==> src/rtl/ratio_clk_ctrl.sv <==
// Sequencer for a ratio-driven clock divider: every ratio change lands on a divided-clock rise.
// Define RATIO_CTRL_TIMEOUT_EN to force a stalled change after TIMEOUT_CYC cycles without a rise.
module ratio_clk_ctrl #(
  parameter int RATIO_GRADE = 5,
  parameter int DWELL_W     = 8,
  parameter int TIMEOUT_CYC = 1024
) (
  input  logic                   clk_i,
  input  logic                   arst_i,
  input  logic                   start_i,
  input  logic                   stop_i,
  input  logic                   sweep_mode_i,
  input  logic [RATIO_GRADE-1:0] sweep_min_i,
  input  logic [RATIO_GRADE-1:0] sweep_max_i,
  input  logic [DWELL_W-1:0]     dwell_i,
  input  logic                   req_valid_i,
  input  logic [RATIO_GRADE-1:0] req_ratio_i,
  output logic                   req_ready_o,
  input  logic                   ratio_clk_i,
  output logic                   en_o,
  output logic [RATIO_GRADE-1:0] ratio_o,
  output logic                   busy_o,
  output logic                   step_done_o,
  output logic                   sweep_wrap_o,
  output logic                   timeout_o
);

  typedef enum logic [1:0] {S_IDLE, S_RUN, S_CHANGE} state_t;

  state_t                 state;
  logic                   mode_q;
  logic [RATIO_GRADE-1:0] min_q;
  logic [RATIO_GRADE-1:0] max_q;
  logic [RATIO_GRADE-1:0] pending;
  logic [DWELL_W-1:0]     dwell_q;
  logic [DWELL_W-1:0]     dwell_cnt;
  logic                   clk_q;
  logic                   rise;
  logic                   tmo_hit;
  logic                   at_max;

  // Handshake: a request transfers on a clk_i edge where req_valid_i && req_ready_o.
  // Ready is offered only in RUN while in manual mode.
  assign req_ready_o = (state == S_RUN) && !mode_q;
  assign busy_o      = (state != S_IDLE);
  assign rise        = ratio_clk_i & ~clk_q;
  assign at_max      = (ratio_o >= max_q);

  always_ff @(posedge clk_i or posedge arst_i) begin
    if (arst_i) begin
      state        <= S_IDLE;
      mode_q       <= 1'b0;
      min_q        <= '0;
      max_q        <= '0;
      pending      <= '0;
      dwell_q      <= '0;
      dwell_cnt    <= '0;
      clk_q        <= 1'b0;
      en_o         <= 1'b0;
      ratio_o      <= '0;
      step_done_o  <= 1'b0;
      sweep_wrap_o <= 1'b0;
    end else begin
      step_done_o  <= 1'b0;
      sweep_wrap_o <= 1'b0;
      // Held low while disabled so the first high level after enable counts as a rise.
      clk_q        <= en_o & ratio_clk_i;
      case (state)
        S_IDLE: begin
          if (start_i) begin
            mode_q    <= sweep_mode_i;
            min_q     <= sweep_min_i;
            max_q     <= sweep_max_i;
            dwell_q   <= (dwell_i == '0) ? DWELL_W'(1) : dwell_i;
            dwell_cnt <= '0;
            en_o      <= 1'b1;
            if (sweep_mode_i) ratio_o <= sweep_min_i;
            state     <= S_RUN;
          end
        end
        S_RUN: begin
          if (stop_i) begin
            en_o  <= 1'b0;
            state <= S_IDLE;
          end else if (mode_q) begin
            if (tmo_hit || (rise && (dwell_cnt == dwell_q - 1'b1))) begin
              ratio_o      <= at_max ? min_q : ratio_o + 1'b1;
              sweep_wrap_o <= at_max;
              step_done_o  <= 1'b1;
              dwell_cnt    <= '0;
            end else if (rise) begin
              dwell_cnt <= dwell_cnt + 1'b1;
            end
          end else if (req_valid_i) begin
            pending <= req_ratio_i;
            state   <= S_CHANGE;
          end
        end
        S_CHANGE: begin
          if (stop_i) begin
            en_o  <= 1'b0;
            state <= S_IDLE;
          end else if (rise || tmo_hit) begin
            ratio_o     <= pending;
            step_done_o <= 1'b1;
            state       <= S_RUN;
          end
        end
        default: state <= S_IDLE;
      endcase
    end
  end

`ifdef RATIO_CTRL_TIMEOUT_EN
  localparam int TW = (TIMEOUT_CYC > 1) ? $clog2(TIMEOUT_CYC) : 1;
  localparam logic [TW-1:0] TMO_LAST = TW'(TIMEOUT_CYC - 1);

  logic [TW-1:0] tmo_cnt;
  logic          tmo_armed;

  // Armed while waiting on a pending manual change or between sweep rises.
  assign tmo_armed = (state == S_CHANGE) || ((state == S_RUN) && mode_q);
  assign tmo_hit   = tmo_armed && !rise && (tmo_cnt == TMO_LAST);

  always_ff @(posedge clk_i or posedge arst_i) begin
    if (arst_i) begin
      tmo_cnt   <= '0;
      timeout_o <= 1'b0;
    end else begin
      timeout_o <= tmo_hit && !stop_i;
      if (!tmo_armed || rise || tmo_hit) tmo_cnt <= '0;
      else                               tmo_cnt <= tmo_cnt + 1'b1;
    end
  end
`else
  assign tmo_hit   = 1'b0;
  // TIMEOUT_CYC is always positive, so this ties timeout_o to 0.
  assign timeout_o = (TIMEOUT_CYC < 0);
`endif

endmodule
==> config.mk <==
export PLATFORM = sky130hd
export DESIGN_NAME = ratio_clk_ctrl
export DESIGN_NICKNAME = d
export VERILOG_FILES = /design/src/rtl/ratio_clk_ctrl.sv
export SDC_FILE = /design/constraint.sdc
export NUM_CORES = 1
export LEC_CHECK = 0
export CAP_MARGIN = 15
export CELL_PAD_IN_SITES_DETAIL_PLACEMENT = 1
export CELL_PAD_IN_SITES_GLOBAL_PLACEMENT = 1
export CORE_MARGIN = 1.5
export CORE_UTILIZATION = 25
export CTS_BUF_LIST = sky130_fd_sc_hd__clkbuf_8
export DETAILED_ROUTE_END_ITERATION = 10
export GPL_TIMING_DRIVEN = 0
export PLACE_DENSITY = 0.53
export SYNTH_ARGS = -nofsm -noshare
export SYNTH_HDL_FRONTEND = slang
export SYNTH_SLANG_ARGS = --single-unit
==> constraint.sdc <==
create_clock -name clk_i -period 2 [get_ports clk_i]
set_input_delay 0.6 -clock clk_i [delete_from_list [all_inputs] [get_ports clk_i]]
set_output_delay 0.6 -clock clk_i [all_outputs]
set_load 0.02 [all_outputs]
==> flow_metrics.py <==
metrics = {
    "clocking": {
        "root_buffer": "clkbuf_8",
        "cts_buffers": 5,
        "ctsHoldBuffers": 0,
        "path_clk_slew_ns": 0.09,
        "htree_levels": 2,
        "cts_buffer_depth": 2,
        "cts_tree": "yes",
        "clk-insertion-delay-late_ns": 0.30,
        "cts.sinks": 43,
    },
    "synthesis": {
        "syn-cell-area_mm2": 0.00256,
        "synthCells": 253,
        "async_flop_share": 1.00,
        "ys_seq_elements": 43,
        "yosysSeqAreaShare": 0.421,
        "synth_nets": 295,
        "synth_top_area_share": 0.421,
        "avgSynthCellArea_um2": 10.1,
        "ys_types": 50,
        "synth-edff-count": 0,
        "synth_ff_type": "dfrtp_1",
        "synth.area.top_cells": "dfrtp_1, mux2_2, ha_1",
        "yosysWarnings": 0,
        "synth_top_cell_by_area": "dfrtp_1",
    },
    "drt": {
        "drc_errors": 0,
        "routed-via-count": 2102,
        "vias_per_cell": 4.62,
        "wl_um": 7000,
        "drt_iter0_drc": 68,
        "first_pass_iters": 4,
        "postRouteAntennaNets": 0,
        "wl_per_cell_um": 15.4,
    },
    "sta": {
        "post-route-period-util": 1.08,
        "period_needed_ns": 2.17,
        "rsz0062_at_grt": "true",
        "worst_slew_pin_slew_ns": 0.508,
        "max_freq_mhz": 461,
        "hold_viol_final": 0,
        "fin_skew_ns": 0.00667,
        "finalSetupViolCount": 11,
        "finalMaxSlewViolations": 0,
        "max_slew_margin": 0.660,
        "worst_slack_ns": -0.167,
    },
    "final_layout": {
        "nFillCells": 1095,
        "final_cell_mix": "dfrtp_1, clkdlybuf4s50_1, mux2_2",
        "drive_above_1_share": 0.307,
        "multi_input_area_mm2": 0.00154,
        "design_area_mm2": 0.00358,
        "post-route-util": 0.363,
        "mostFrequentLayoutCell": "dfrtp_1",
        "diodes": 0,
        "ff_latch_area_mm2": 0.00108,
        "syn_to_final_growth_pct": 40.0,
        "fin_nets": 363,
    },
    "placed_design": {
        "dp_hpwl_um": 5020,
        "post_dp_cell_area_mm2": 0.00316,
        "io_buffers": 39,
        "pre_cts_ws_ns": -0.851,
        "place_congestion": 0.774,
    },
    "power": {
        "p_per_area_mw_per_mm2": 1570,
        "power_frac_comb": 0.569,
        "pwr-share-clk": 0.145,
        "intPower_mw": 3.32,
        "swShare": 0.407,
        "pwr-share-seq": 0.286,
        "power_mw": 5.61,
        "max-vdd-ir-drop_mv": 0.671,
        "netSwitchingPower_mw": 2.28,
        "power.leakage_nw": 1.49,
    },
    "global_route": {
        "antenna_found_initial": 0,
        "first_global_vias": 2118,
        "grt_pass1_wl_um": 11300,
        "track_usage": 0.131,
        "grt_max_degree": 28,
        "overflow": 0,
    },
    "setup_path": {
        "crit_required_ns": 2.20,
        "critPathMaxFanout": 7,
        "crit_path_end_kind": "flip-flop",
        "critical_path_class": "flip-flop to flip-flop",
        "start_kind": "flip-flop",
        "arrival_ns": 2.36,
    },
    "floorplan": {
        "rows": 36,
        "ios": 41,
        "die_h_um": 104,
        "initial_core_util": 0.259,
        "fp.dieW_um": 104,
        "core-area_mm2": 0.00986,
        "dieArea_mm2": 0.0108,
    },
    "min_path": {
        "min_path_type": "flip-flop to flip-flop",
    },
    "run_status": {
        "violations": "negative setup slack",
        "status": "complete, but fails checks",
    },
    "job": {
        "cap_violations": 0,
    },
}
-- path summary, 6_finish.rpt --
check	startpoint	endpoint	slack [ns]	cells after the start
max reg2reg	dwell_q[2]	ratio_o[2]	-0.17	7
max	dwell_q[2]	ratio_o[2]	-0.17	7
min in group asynchronous	arst_i	max_q[1]	0.60	2
min reg2reg	max_q[2]	max_q[2]	0.51	1
max in group asynchronous	arst_i	ratio_o[0]	0.90	3
min	max_q[2]	max_q[2]	0.51	1
-- per-stage QoR --
stage               hold slack (ns)  setup TNS, ns  instances
floorplan                     0.475         -0.231        253
global placement              0.489         -46.34        425
detailed placement            0.498         -16.41        426
CTS                           0.519          -1.60        445
global route                  0.536          -2.34        455
finish                        0.515          -1.17        455
-- metal layers --
layer | GRT usage | share of wire | wire length [µm] | vias up
li1 | - | - | - | 1035
met1 | 0.184 | 0.49 | 3410 | 1027
met2 | 0.201 | 0.47 | 3280 | 33
met3 | 0.0294 | 0.033 | 232 | 7
met4 | 0.0347 | 0.011 | 74 | 0
met5 | 0 | 0 | 0 | -
-- power by group through the flow --
| stage | clock, mW | combinational, mW | sequential [mW] |
|---|---|---|---|
| after floorplan | 0 | 1.80 | 1.57 |
| after global placement | 0 | 2.51 | 1.60 |
| after detailed placement | 0 | 2.54 | 1.61 |
| after CTS | 0.849 | 2.83 | 1.59 |
| after global routing | 0.879 | 3.50 | 1.67 |
| final | 0.815 | 3.19 | 1.60 |
-- cell usage after synthesis, types with 2 or more instances --
cell type / instances
a21oi_1: 9
a31oi_2: 2
a41oi_1: 2
and2_1: 2
and3_1: 2
and3b_1: 2
clkbuf_1: 6
dfrtp_1: 43
ha_1: 12
inv_1: 16
mux2_2: 24
mux2_4: 2
mux2i_1: 2
nand2_1: 23
nand2b_1: 7
nand3_1: 12
nand3b_1: 3
nor2_1: 12
nor2b_1: 8
nor3_1: 6
o2111ai_1: 2
o21ai_0: 10
o21ai_1: 3
o22ai_1: 5
o2bb2ai_1: 2
o41ai_1: 2
or3_1: 2
xnor2_1: 8
xor2_1: 3
-- state kept, by name, summed over array words and instances, names as in the netlist, 2 cells and up --
name	cells
dwell_cnt	8
dwell_q	8
max_q	5
min_q	5
pending	5
ratio_o	5
state	2
-- logic make-up after synthesis --
group           synth area share
flops                      0.421
buf+inv                   0.0352
xor+xnor                  0.0377
simple gates               0.189
other cells              0.00147
compound gates             0.132
fa+ha+maj                 0.0587
mux                        0.125
-- area by class of cell --
cell class / instances / share of cell area
multi-input cells: 187 / 0.429
plain buffers: 7 / 0.0105
inverters: 16 / 0.0175
well taps: 133 / 0.0465
flip-flops and latches: 43 / 0.302
repair buffers: 61 / 0.158
clock inverters: 3 / 0.0178
clock buffers: 5 / 0.0192
-- worst max-delay path, stage by stage, from the launching register on --
cell and delay (ns):
dfrtp_2 0.47, buf_4 0.16, nor2b_1 0.13, or3_4 0.38, a31oi_4 0.23, a31oi_4 0.21, nor2_4 0.18, mux2_4 0.31
-- repair_timing --
item	in CTS	in global routing
setup endpoints to repair	21	36
pin swaps	5	9
hold endpoints to repair	0	0
resized for setup	27	35
setup buffers	11	10
Note: power is estimated with default switching activity, not from simulation.
